[src/rtl/if_fetch_unit_pkg.sv]
// Purpose: shared fetch-path constants and the packed fetch output bundle.
// Latency: n/a (types and constants only).
// Backpressure: n/a.
package rv_defines;

  localparam int              XLEN        = 32;
  localparam int              RV_ROM_AW   = 12;
  localparam logic [XLEN-1:0] RV_PC_RESET = 32'h0000_0000;
  localparam logic [XLEN-1:0] RV_INST_NOP = 32'h0000_0013;  // addi x0,x0,0

  // What fetch hands to if_id: 65 bits, captured whole while stalled.
  typedef struct packed {
    logic [XLEN-1:0] inst;
    logic [XLEN-1:0] addr;
    logic            vld;
  } fetch_bundle_t;

endpackage

[src/rtl/if_fetch_unit_if.sv]
// Purpose: fetch-unit bus, covering ex redirect, ctrl hold, ROM port and the if_id-facing bundle.
// Latency: n/a (wiring only).
// Backpressure: hold_flag_i freezes the fetch outputs; there is no ready signal.
interface if_fetch_unit_if #(
  parameter int ROM_AW = 12
) ();
  logic              jump_en_i;
  logic [31:0]       jump_addr_i;
  logic              hold_flag_i;
  logic [ROM_AW-1:0] rom_addr_o;
  logic [31:0]       rom_rdata_i;
  logic [31:0]       inst_o;
  logic [31:0]       inst_addr_o;
  logic              inst_valid_o;

  // Fetch unit side.
  modport master (
    input  jump_en_i, jump_addr_i, hold_flag_i, rom_rdata_i,
    output rom_addr_o, inst_o, inst_addr_o, inst_valid_o
  );

  // Environment side: ex/ctrl, ROM and if_id.
  modport slave (
    output jump_en_i, jump_addr_i, hold_flag_i, rom_rdata_i,
    input  rom_addr_o, inst_o, inst_addr_o, inst_valid_o
  );
endinterface

[src/rtl/if_fetch_unit_hold_buf.sv]
// Purpose: freezes the fetch bundle during a ctrl hold and muxes it onto the outputs.
// Latency: live bundle passes through combinationally; the frozen copy is shown from the cycle after capture.
// Backpressure: the first held edge captures; the copy is shown until a run or jump edge releases it.
module fetch_hold_buf
  import rv_defines::*;
#(
  parameter logic [XLEN-1:0] INST_NOP = RV_INST_NOP
) (
  input  logic          clk,
  input  logic          rst,
  input  logic          hold,
  input  logic          jump,
  input  fetch_bundle_t live,
  output fetch_bundle_t final_b
);

  logic          held_r;
  fetch_bundle_t buf_r;

  // Capture on the first held edge only; a jump or a run edge drops the hold.
  always_ff @(posedge clk or negedge rst) begin
    if (!rst) begin
      held_r <= 1'b0;
      buf_r  <= '0;
    end else if (jump) begin
      held_r <= 1'b0;
    end else if (hold) begin
      if (!held_r) begin
        buf_r  <= live;
        held_r <= 1'b1;
      end
    end else begin
      held_r <= 1'b0;
    end
  end

  // While held, show the frozen copy; an invalid copy always reads as a bubble.
  always_comb begin
    final_b = live;
    if (held_r) begin
      final_b = buf_r;
      if (!buf_r.vld) final_b.inst = INST_NOP;
    end
  end

endmodule

[src/rtl/if_fetch_unit.sv]
// Purpose: instruction fetch. Owns the PC, drives the sync ROM address and pairs the returned word with its PC.
// Latency: the ROM word at rom_addr_o appears on inst_o one cycle after a run edge; jump target appears 2 cycles after the jump.
// Backpressure: hold_flag_i freezes the PC and keeps the outputs bit-identical; jump_en_i overrides hold.
module if_fetch_unit
  import rv_defines::*;
#(
  parameter logic [XLEN-1:0] PC_RESET = RV_PC_RESET,
  parameter int              ROM_AW   = RV_ROM_AW,
  parameter logic [XLEN-1:0] INST_NOP = RV_INST_NOP
) (
  input logic             clk,
  input logic             rst,
  if_fetch_unit_if.master bus
);

  logic [XLEN-1:0] pc_r;       // address currently on the ROM port
  logic [XLEN-1:0] req_pc_r;   // address whose data is on rom_rdata_i now
  logic            req_vld_r;  // rom_rdata_i holds a real instruction
  fetch_bundle_t   live;
  fetch_bundle_t   final_b;

  // PC and request tracking: jump beats hold beats run.
  always_ff @(posedge clk or negedge rst) begin
    if (!rst) begin
      pc_r      <= PC_RESET;
      req_pc_r  <= PC_RESET;
      req_vld_r <= 1'b0;
    end else if (bus.jump_en_i) begin
      pc_r      <= bus.jump_addr_i & ~32'h3;
      req_vld_r <= 1'b0;
    end else if (!bus.hold_flag_i) begin
      pc_r      <= pc_r + 32'd4;
      req_pc_r  <= pc_r;
      req_vld_r <= 1'b1;
    end
  end

  // Pair the ROM data with the PC that requested it.
  always_comb begin
    live.inst = req_vld_r ? bus.rom_rdata_i : INST_NOP;
    live.addr = req_pc_r;
    live.vld  = req_vld_r;
  end

  fetch_hold_buf #(
    .INST_NOP (INST_NOP)
  ) u_hold_buf (
    .clk     (clk),
    .rst     (rst),
    .hold    (bus.hold_flag_i),
    .jump    (bus.jump_en_i),
    .live    (live),
    .final_b (final_b)
  );

  // The ROM sees a word address and aliases above ROM_AW.
  assign bus.rom_addr_o   = pc_r[ROM_AW+1:2];
  assign bus.inst_o       = final_b.inst;
  assign bus.inst_addr_o  = final_b.addr;
  assign bus.inst_valid_o = final_b.vld;

endmodule

[src/flat_wrapper.sv]
// flat-port wrapper written by rule: the top's interface ports become plain ports
module if_fetch_unit_flat import rv_defines::*;
#(
  parameter logic [XLEN-1:0] PC_RESET = RV_PC_RESET,
  parameter int              ROM_AW   = RV_ROM_AW,
  parameter logic [XLEN-1:0] INST_NOP = RV_INST_NOP
)
  (clk, rst, bus_jump_en_i, bus_jump_addr_i, bus_hold_flag_i, bus_rom_rdata_i, bus_rom_addr_o, bus_inst_o, bus_inst_addr_o, bus_inst_valid_o);
  if_fetch_unit_if #(.ROM_AW(ROM_AW)) bus_i ();
  input logic clk;
  input logic rst;
  input wire logic [$bits(bus_i.jump_en_i)-1:0] bus_jump_en_i;
  input wire logic [$bits(bus_i.jump_addr_i)-1:0] bus_jump_addr_i;
  input wire logic [$bits(bus_i.hold_flag_i)-1:0] bus_hold_flag_i;
  input wire logic [$bits(bus_i.rom_rdata_i)-1:0] bus_rom_rdata_i;
  output wire logic [$bits(bus_i.rom_addr_o)-1:0] bus_rom_addr_o;
  output wire logic [$bits(bus_i.inst_o)-1:0] bus_inst_o;
  output wire logic [$bits(bus_i.inst_addr_o)-1:0] bus_inst_addr_o;
  output wire logic [$bits(bus_i.inst_valid_o)-1:0] bus_inst_valid_o;
  assign bus_i.jump_en_i = bus_jump_en_i;
  assign bus_i.jump_addr_i = bus_jump_addr_i;
  assign bus_i.hold_flag_i = bus_hold_flag_i;
  assign bus_i.rom_rdata_i = bus_rom_rdata_i;
  assign bus_rom_addr_o = bus_i.rom_addr_o;
  assign bus_inst_o = bus_i.inst_o;
  assign bus_inst_addr_o = bus_i.inst_addr_o;
  assign bus_inst_valid_o = bus_i.inst_valid_o;
  if_fetch_unit #(.PC_RESET(PC_RESET), .ROM_AW(ROM_AW), .INST_NOP(INST_NOP)) u_core (.clk(clk), .rst(rst), .bus(bus_i));
endmodule
[config.mk]
export PLATFORM = sky130hd
export DESIGN_NAME = if_fetch_unit_flat
export DESIGN_NICKNAME = d
export VERILOG_FILES = /design/src/rtl/if_fetch_unit_pkg.sv /design/src/rtl/if_fetch_unit_if.sv /design/src/rtl/if_fetch_unit_hold_buf.sv /design/src/rtl/if_fetch_unit.sv /design/src/flat_wrapper.sv
export SDC_FILE = /design/constraint.sdc
export NUM_CORES = 1
export LEC_CHECK = 0
export CAP_MARGIN = 10
export CORE_ASPECT_RATIO = 1.4
export CORE_MARGIN = 4
export CORE_UTILIZATION = 40
export DETAILED_ROUTE_END_ITERATION = 7
export HOLD_SLACK_MARGIN = 0.06
export MAX_ROUTING_LAYER = met4
export PLACE_DENSITY = 0.79
export SLEW_MARGIN = 20
export SYNTH_ARGS = -nofsm -noshare
export SYNTH_HDL_FRONTEND = slang
export SYNTH_SLANG_ARGS = --single-unit
[constraint.sdc]
create_clock -name clk -period 1.9 [get_ports clk]
set_input_delay 0.38 -clock clk [delete_from_list [all_inputs] [get_ports clk]]
set_output_delay 0.38 -clock clk [all_outputs]
set_load 0.005 [all_outputs]
==> results of run 1 <==
## power by group through the flow
| stage | Combinational (uW) | Clock (uW) | Sequential [uW] |
|---|---|---|---|
| 2_1_floorplan | 868 | 0 | 3380 |
| 3_3_place_gp | 1760 | 0 | 3410 |
| 3_5_place_dp | 1790 | 0 | 3440 |
| 4_1_cts | 1840 | 3390 | 3410 |
| 5_1_grt | 2080 | 3510 | 3490 |
| 6_report | 1900 | 3340 | 3440 |
## per-layer routing
| metal | part of all wire, % | up-vias |
|---|---|---|
| met5 | 0 | - |
| met4 | 2.9 | 0 |
| met3 | 5.2 | 44 |
| met2 | 53 | 206 |
| met1 | 39 | 2602 |
| li1 | - | 2522 |
## worst paths after layout
kind	slack (ps)	endpoint	start	depth (start not counted)
max	-150	bus_inst_addr_o[19]	u_core.u_hold_buf.held_r$_DFF_PN0_	5
min	390	u_core.u_hold_buf.buf_r[57]$_DFFE_PN0P_	rst	2
max reg2reg	-110	u_core.pc_r[31]$_DFFE_PN0N_	u_core.pc_r[6]$_DFFE_PN0N_	5
min reg2reg	490	u_core.u_hold_buf.buf_r[34]$_DFFE_PN0P_	u_core.u_hold_buf.buf_r[34]$_DFFE_PN0P_	2
max in group asynchronous	920	u_core.u_hold_buf.buf_r[41]$_DFFE_PN0P_	rst	3
min in group clk	490	u_core.u_hold_buf.buf_r[34]$_DFFE_PN0P_	u_core.u_hold_buf.buf_r[34]$_DFFE_PN0P_	2
## layout by cell type, fill, tap and decap left out, types with 4 or more instances in the layout
cell type                         count
sky130_fd_sc_hd__inv_1                4
sky130_fd_sc_hd__clkinv_2             5
sky130_fd_sc_hd__nor2b_1              5
sky130_fd_sc_hd__o31a_1               4
sky130_fd_sc_hd__o21ai_0             48
sky130_fd_sc_hd__mux2_4               8
sky130_fd_sc_hd__o21ai_1             15
sky130_fd_sc_hd__nand3_1              6
sky130_fd_sc_hd__o21ai_2             15
sky130_fd_sc_hd__dlymetal6s2s_1       5
sky130_fd_sc_hd__nand2_1             87
sky130_fd_sc_hd__nand2_2             19
sky130_fd_sc_hd__mux2_2              82
sky130_fd_sc_hd__nand2_4             10
sky130_fd_sc_hd__nand4_1              9
sky130_fd_sc_hd__clkinvlp_4           4
sky130_fd_sc_hd__buf_2               50
sky130_fd_sc_hd__buf_16               7
sky130_fd_sc_hd__buf_6               23
sky130_fd_sc_hd__xnor2_1              9
sky130_fd_sc_hd__nor4_1               5
sky130_fd_sc_hd__a31oi_1              7
sky130_fd_sc_hd__nor2_1              19
sky130_fd_sc_hd__xor2_1               4
sky130_fd_sc_hd__buf_4               73
sky130_fd_sc_hd__buf_12              12
sky130_fd_sc_hd__dfrtp_1            122
sky130_fd_sc_hd__clkdlybuf4s50_1     71
sky130_fd_sc_hd__or4_4                8
sky130_fd_sc_hd__clkbuf_16           18
## timing repair
item,in CTS,in global routing
buffers inserted,15,10
endpoints found under the setup margin,75,97
cloned,9,1
hold endpoints to repair,16,0
pin swaps,41,15
hold buffers,1,0
gates resized for setup,358,64
## area by class of cell
cell class / count / area [um^2] / area share, %
sequential: 125 / 3132 / 33.24
multi-input combinational: 416 / 3102 / 32.92
clock inverter: 11 / 140.1 / 1.487
tap: 192 / 240.2 / 2.549
clock buffer: 21 / 470.5 / 4.993
timing repair buffer: 245 / 2318 / 24.60
inverter: 5 / 20.02 / 0.2125
## metrics by stage
step / hold WS [ps] / setup TNS, ps / cell area, um^2 / cells / setup WS [ps]
after floorplan: 84.41 / -32.69 / 6167 / 602 / -20.02
after global placement: 282.4 / -21280 / 8203 / 951 / -352.6
after detailed placement: 279.8 / -24750 / 8203 / 951 / -408.3
after CTS: 397.3 / -6024 / 9143 / 1008 / -156.5
after global routing: 417.8 / -7835 / 9423 / 1015 / -184.2
final: 392.0 / -4616 / 9423 / 1015 / -153.2
## sequential cells by signal, indices dropped and copies added (netlist names)
name	count
u_core.pc_r	30
u_core.req_vld_r	1
u_core.u_hold_buf.held_r	1
u_core.u_hold_buf.buf_r	63
u_core.req_pc_r	30
## critical path: cells and delay by family, from the launching register on
| kind | cells | cell delay [ps] |
|---|---|---|
| buf+inv | 4 | 530 |
| flops | 1 | 430 |
| mux | 1 | 310 |
## logic make-up (layout without fill, tap and decap cells)
family	Yosys count	in the layout	share of synthesized area [%]
and+or+nand+nor	198	198	15.09
DFF	125	125	50.91
AOI/OAI and AO/OA	109	109	10.16
muxes	93	93	16.98
buffers and inverters	61	282	4.744
xor gates and xnor gates	13	13	1.853
adders and majority gates	1	1	0.2036
other	1	2	0.06103
## cells in the mapped netlist, types with 3 or more instances
cell / count / area [um^2]
sky130_fd_sc_hd__nor3_1: 3 / 15.01
sky130_fd_sc_hd__o31a_1: 4 / 35.03
sky130_fd_sc_hd__buf_1: 10 / 37.54
sky130_fd_sc_hd__a31oi_1: 10 / 62.56
sky130_fd_sc_hd__nor4_1: 7 / 43.79
sky130_fd_sc_hd__buf_4: 14 / 105.1
sky130_fd_sc_hd__nand4_1: 9 / 56.30
sky130_fd_sc_hd__nor2_1: 20 / 75.07
sky130_fd_sc_hd__xnor2_1: 9 / 78.83
sky130_fd_sc_hd__nand2_1: 116 / 435.4
sky130_fd_sc_hd__nand3b_1: 3 / 22.52
sky130_fd_sc_hd__mux2_2: 90 / 1013
sky130_fd_sc_hd__mux2i_1: 3 / 30.03
sky130_fd_sc_hd__o32a_1: 3 / 30.03
sky130_fd_sc_hd__clkbuf_1: 29 / 108.9
sky130_fd_sc_hd__nand3_1: 7 / 35.03
sky130_fd_sc_hd__o31ai_1: 5 / 37.54
sky130_fd_sc_hd__inv_1: 4 / 15.01
sky130_fd_sc_hd__dfrtp_1: 125 / 3128
sky130_fd_sc_hd__o21ai_0: 79 / 395.4
sky130_fd_sc_hd__or4_1: 9 / 67.56
sky130_fd_sc_hd__nand2b_1: 4 / 25.02
sky130_fd_sc_hd__xor2_1: 4 / 35.03
sky130_fd_sc_hd__nor2b_1: 5 / 31.28
==> impl.org, run 1 <==
** Critical path
- The critical path in this run is classified as reg -> out.
- STA classifies the critical path endpoint as a primary output.
- Crit path arrival time :: 1670 ps
- Kind of start point of the critical path :: register
- At the worst endpoint, the required time is approximately 1500 ps.
- Among all stages on the critical path, the largest delay is contributed by sky130_fd_sc_hd__dfrtp_2.
- Most common cell type on the critical path :: sky130_fd_sc_hd__buf_6
- Delay of the slowest cell on the worst path :: 430 ps
- CP Cell Sequence :: buf_6, buf_6, buf_12, mux2_4, buf_6
- Critical path peak fanout :: 6

** Floorplanning
- The floorplan step defined a die boundary enclosing 17,440 um^2.
- The die is 154.7 um tall.
- The floorplan has 53 rows.
- Initial standard-cell utilization of the core :: between 40% and 50%
- After floorplanning, the core was sized to cover 15,050 um^2.
- Measured along the x axis, the die boundary spans 112.8 um.
- 145 I/O pins were placed.

** Job
- Number of maximum-capacitance violations :: 0

** Drt
- First-pass detailed-route iteration total :: 4
- Remaining routing DRC violations :: 0
- Overall routed net length :: 18,100 um
- Detail-routed net length per standard cell :: 17.84 um
- Detailed routing inserted a total of 5,374 vias.
- For this block, the initial DRC count from the detailed router was 376.
- The count of nets left with antenna violations once routing finished came out at 0.
- Dividing the detail-routed via count by the number of cells gives roughly 5.3.

** Hold path
- Hold crit path type :: in -> async

** Synthesis
- Syn Std Cell Area :: 6145 um^2
- Mean instance size in the synthesized netlist :: 10.22 um^2
- The most used flip-flop cell after synthesis is sky130_fd_sc_hd__dfrtp_1.
- Counting flops with an async set or reset pin after synthesis yields a share of 100.0%.
- After synthesis the netlist holds a flip-flop and latch count of 125.
- Yosys mapped a number of flops with a built-in enable equal to 0.
- Synth warnings :: 0
- Post-synth cell types :: 46
- Synthesis produced 601 cells.
- For this run, the register share of the synthesized area comes to 50.91%.

** Placed design
- The wire-length estimate of the detail-placed layout is 11,240 um.
- The congestion estimate from routability-driven global placement came to 0.8576.
- # port buffers :: 140

** Clocking
- TritonCTS built the clock tree.
- The longest clock path from root to sink contains 2 buffers.
- Number of clock sinks :: 125
- Clock latency of the later-clocked register in the worst-skew pair :: roughly 410 ps
- Clock-pin slew was measured on the worst setup and hold paths at 60 ps.
- Clock buffer count from CTS :: 17
- Max H-tree Level :: 4
- Root Buffer Master :: sky130_fd_sc_hd__clkbuf_16

** STA
- Between clock sinks in the finished design, the worst skew comes to between 6 and 7 ps.
- Setup violations remaining at the end of the flow were counted as 66.
- Achievable frequency :: 487.1 MHz
- Of the available clock period, the critical path in the final layout requires 108.1%.
- Across all setup checks in the final design, the least slack found is -153.2 ps.
- Crit path time final :: 2053 ps
- Setup repair after global routing could not meet its margin everywhere.
- Count of pins over their slew limit :: 0
- The final number of hold-violating endpoints is 0.

** Pwr
- Pwr Total :: about 8700 uW
- Sw frac :: between 20% and 30%
- Sequential cell fraction of total power :: 39.6%
- Dividing total power by cell area gives a power density of just over 900 nW/um^2.
- In this run the static leakage power is 0.004191 uW.
- VDD sags by at most around 0.61 mV.
- Switch Pwr :: 2247 uW
- The clock network burns 38.5% of the power.
- Internal cell power :: between 6000 and 7000 uW
- Per report_power, the combinational group accounts for 21.9% of the total.

** Final layout
- Final-stage net count :: 879
- Post-route core utilization :: 62.60%
- Share of cells above drive strength 1 :: 44.23%
- Syn-to-layout area delta :: 53.35%
- The repair_antennas step left the layout with diodes totalling 0.
- Number of filler cells placed in the layout :: 1,154

** Global routing
- Global routing finished with a remaining overflow of 0.
- Via count of the first global-routing pass :: between 5,000 and 6,000
- Met2 Use GR :: 35.68%
- After global routing, the most crowded layer is met2.
- In the global route stage, met3 resource usage came out at 3.444%.
- In the global route stage, met1 resource usage came out at 23.09%.
- The number of antenna violations at the first check in global routing came to 0.
- In the global route stage, overall resource usage came out at about a fifth.
- Maximum number of pins on one net before global-route repair :: 53
- The first global-routing pass estimated 27,900 um of wire.

** Outcome
- Status :: finished with violations
- The checks that failed: setup timing.
Power figures use the tool's default switching activity.
==> run 2, diff against run 1 <==
Settings changed: CELL_PAD_IN_SITES_DETAIL_PLACEMENT from default to 0, CELL_PAD_IN_SITES_GLOBAL_PLACEMENT from default to 2, CORE_UTILIZATION 40 to 28, PLACE_DENSITY 0.79 to 0.86.
==> run 2 against run 1 <==
  * The flow still finishes with violations (setup timing)
  * Critical path depth up 1
  * Hold slack better by 36 ps
  * First-iteration DRC count down 39%
==> impl.org, run 2 (synthesis results as in run 1) <==
** Outcome
- The flow ran to the end, but the final reports show violations.
- The final reports fail on setup timing.

** Final layout
- The post-route standard cell area excluding fillers was 9784 um^2 (+3.8%).
- Syn-to-layout area delta :: 59.23%
- The storage element area came to 3129 um^2 (about the same).
- The area of the multi-input gates came to 3068 um^2 (-1.1%).
- The largest registers in the layout are u_core.u_hold_buf.buf_r (63), u_core.pc_r (30), u_core.req_pc_r (30).
- The total number of nets in the final design came to 914 (+4.0%).
- The count of inserted antenna diode cells is 0 (unchanged).
- In the layout the commonest cells are sky130_fd_sc_hd__dfrtp_1 (124), sky130_fd_sc_hd__buf_4 (98), sky130_fd_sc_hd__nand2_1 (94).
- Share of cells above drive strength 1 :: 43.94% (-0.29 points)
- The number of flip-flops under the largest register name was 63 (unchanged).
- Number of filler cells placed in the layout :: 2,020 (+75%)
- The register with the most flip-flops in the final layout is u_core.u_hold_buf.buf_r.
- Leaving out fill and tap cells, the most frequent cell in the layout is sky130_fd_sc_hd__dfrtp_1.

** Drt
- Antenna Nets Post-Route :: 0 (unchanged)
- Remaining routing DRC violations :: 0 (unchanged)
- Vias :: 5,313 (-1.1%)
- Starting DRT DRC Count :: 231 (-39%)
- Detail-routed net length per standard cell :: 15.62 um (-12%)
- The sum of routed wire length over all layers was 17,960 um (-0.79%).
- Drt via density :: 4.620 (-13%)
- First-pass detailed-route iteration total :: 4 (unchanged)

** Critical path
- STA classifies the critical path startpoint as a register.
- The required arrival time at the worst endpoint came to 1520 ps (about the same).
- Number of buffers and inverters on the critical path :: 5 (+1)
- The data arrival time of the critical path came to 1780 ps (+110 ps).
- Cell depth of the worst flop-to-flop path :: 4 (-1)
- CP Launch Point :: u_core.u_hold_buf.held_r$_DFF_PN0_
- In this design, the critical path's most frequently occurring cell is sky130_fd_sc_hd__buf_6.
- The stage delay of the slowest cell on the critical path was 480 ps (+50 ps).
- The worst setup path is captured at a primary output.
- On the critical path, the stage with the largest delay is an instance of sky130_fd_sc_hd__dfrtp_2.
- Critical path peak fanout :: 6 (unchanged)
- CP Cell Sequence :: buf_6, buf_6, buf_6, buf_6, mux2_4, buf_6
- RR Endpoint :: u_core.pc_r[31]$_DFFE_PN0N_
- The reg-to-reg setup timing slack is 10 ps (+120 ps).
- The startpoint identified for the worst register-to-register timing path is u_core.pc_r[19]$_DFFE_PN0N_.
- The cell family contributing the most delay on the critical path is buffers and inverters.
- By startpoint and endpoint, the worst setup path is classified as reg -> out.

** Clocking
- TritonCTS built the clock tree.
- The clock latency on the worst-skew pair was 410 ps (about the same).
- The number of buffers added by the clock tree synthesis step came to 17 (unchanged).
- Clock transition time at the flip-flop clock pins of the worst setup and hold paths :: 50 ps (about the same)
- Number of clock sinks :: 125 (unchanged)
- Root Buffer Master :: sky130_fd_sc_hd__clkbuf_16
- Clock buffer depth :: 2 (unchanged)
- Max H-tree Level :: 4 (unchanged)

** Floorplanning
- The floorplan row count came to 63 (+19%).
- The effective utilization at floorplan came to 28.76% (-12 points).
- Total die area :: 24,410 um^2 (+40%)
- The die width was 133.2 um (+18%).
- The area of the core came to 21,360 um^2 (+42%).
- The vertical die dimension was 183.3 um (+19%).
- Number of I/O pins :: 145 (unchanged)

** Global routing
- The maximum number of pins on one net before global-route repair came to 51 (-3.8%).
- The number of antenna violations at the first check in global routing is 0 (unchanged).
- Total global routing track utilization :: 15.04% (-5.5 points)
- Via count of the first global-routing pass :: 5,295 (-3.0%)
- The wire length of the first global-routing pass was 28,290 um (+1.4%).
- The global-route congestion overflow total was 0 (unchanged).

** Pwr
- Leakage power figure :: 0.004312 uW (+2.9%)
- The power density of the placed cells was 889.4 nW/um^2 (-3.4%).
- Maximum VDD drop :: 0.5669 mV (-7.5%)

** Placed design
- The global placer's final weighted congestion was 0.7853 (-8.4%).
- # port buffers :: 140 (unchanged)
- The post-DP HPWL was 12,070 um (+7.4%).
- Minimum setup slack after placement :: -439.4 ps (-31.11 ps)
- Cell Area, Placed :: 8412 um^2 (+2.5%)

** Job
- Number of maximum-capacitance violations :: 0 (unchanged)

** STA
- Fin. Hold Viols :: 0 (unchanged)
- The total setup violations reported at the end of the flow came to 60 (-9.1%).
- The time the final worst path needs with I/O delays and setup was 2163 ps (+109.7 ps).
- Worst hold slack :: 428.1 ps (+36.07 ps)
- Share of the clock period used by the worst path after layout :: 113.8% (+5.8 points)
- Count of pins over their slew limit :: 0 (unchanged)
- Unrepaired setup endpoints after global routing :: true
- The final worst clock skew came to 7.990 ps (+1.031 ps).
- Achievable frequency :: 462.4 MHz (-5.1%)
- Final worst slack :: -262.9 ps (-109.7 ps)

** Hold path
- The min-delay analysis places its worst path in the category in -> async.
==> run 2: per-stage QoR <==
step | total power, uW | util (%) | cells | TNS [ps]
6_report | 8702 | 45.80 | 1150 | -6508
5_1_grt | 9182 | 45.80 | 1150 | -10660
4_1_cts | 8683 | 43.81 | 1131 | -11390
3_5_place_dp | 5281 | 39.38 | 1065 | -37490
3_3_place_gp | 5236 | 39.38 | 1065 | -35950
2_1_floorplan | 4245 | - | 602 | -32.69
==> run 2: per-layer routing <==
metal,up-vias,share of wire [%],global-route usage [%]
met5,-,0,-
met4,0,1.6,4.734
met3,17,3.7,3.348
met2,127,52,25.14
met1,2581,43,18.17
li1,2588,-,-
==> run 2: worst reg2reg max path: cells and delay by family (launching register included) <==
kind	cells	cell delay, ps
simple gates	3	1300
flops	1	350
compound gates	1	160
==> run 2: layout make-up <==
cell class	instances	share of cell area (%)
well taps	292	3.734
inverters	5	0.2046
multi-input cells	416	31.36
repair buffers	280	26.48
clock inverters	11	1.432
clock buffers	21	4.808
flip-flops and latches	125	31.98
==> run 2: report_power, final <==
group / internal [uW] / switching, uW / total, uW / leakage, uW
clock: 2160 / 1160 / 3320 / 0.000303
combinational: 1210 / 758 / 1970 / 0.00249
sequential: 3130 / 285 / 3410 / 0.00152
total: 6490 / 2210 / 8700 / 0.00431
==> run 2: worst max path at each step <==
stage	endpoint	slack, ps	cells after the start
2_1_floorplan	u_core.pc_r[30]$_DFFE_PN0N_	-20	7
3_3_place_gp	u_core.pc_r[28]$_DFFE_PN0N_	-430	5
3_5_place_dp	u_core.pc_r[29]$_DFFE_PN0N_	-440	5
4_1_cts	bus_inst_addr_o[3]	-400	3
5_1_grt	bus_inst_addr_o[14]	-320	6
6_report	bus_inst_addr_o[14]	-260	6
==> run 2: timing repair <==
| action | in CTS | in global routing |
|---|---|---|
| hold buffers | 1 | 0 |
| buffers inserted | 31 | 18 |
| gates resized for setup | 261 | 106 |
| pin swaps | 28 | 10 |
| endpoints found under the setup margin | 74 | 126 |
| gates cloned | 2 | 5 |
| hold endpoints to repair | 33 | 0 |
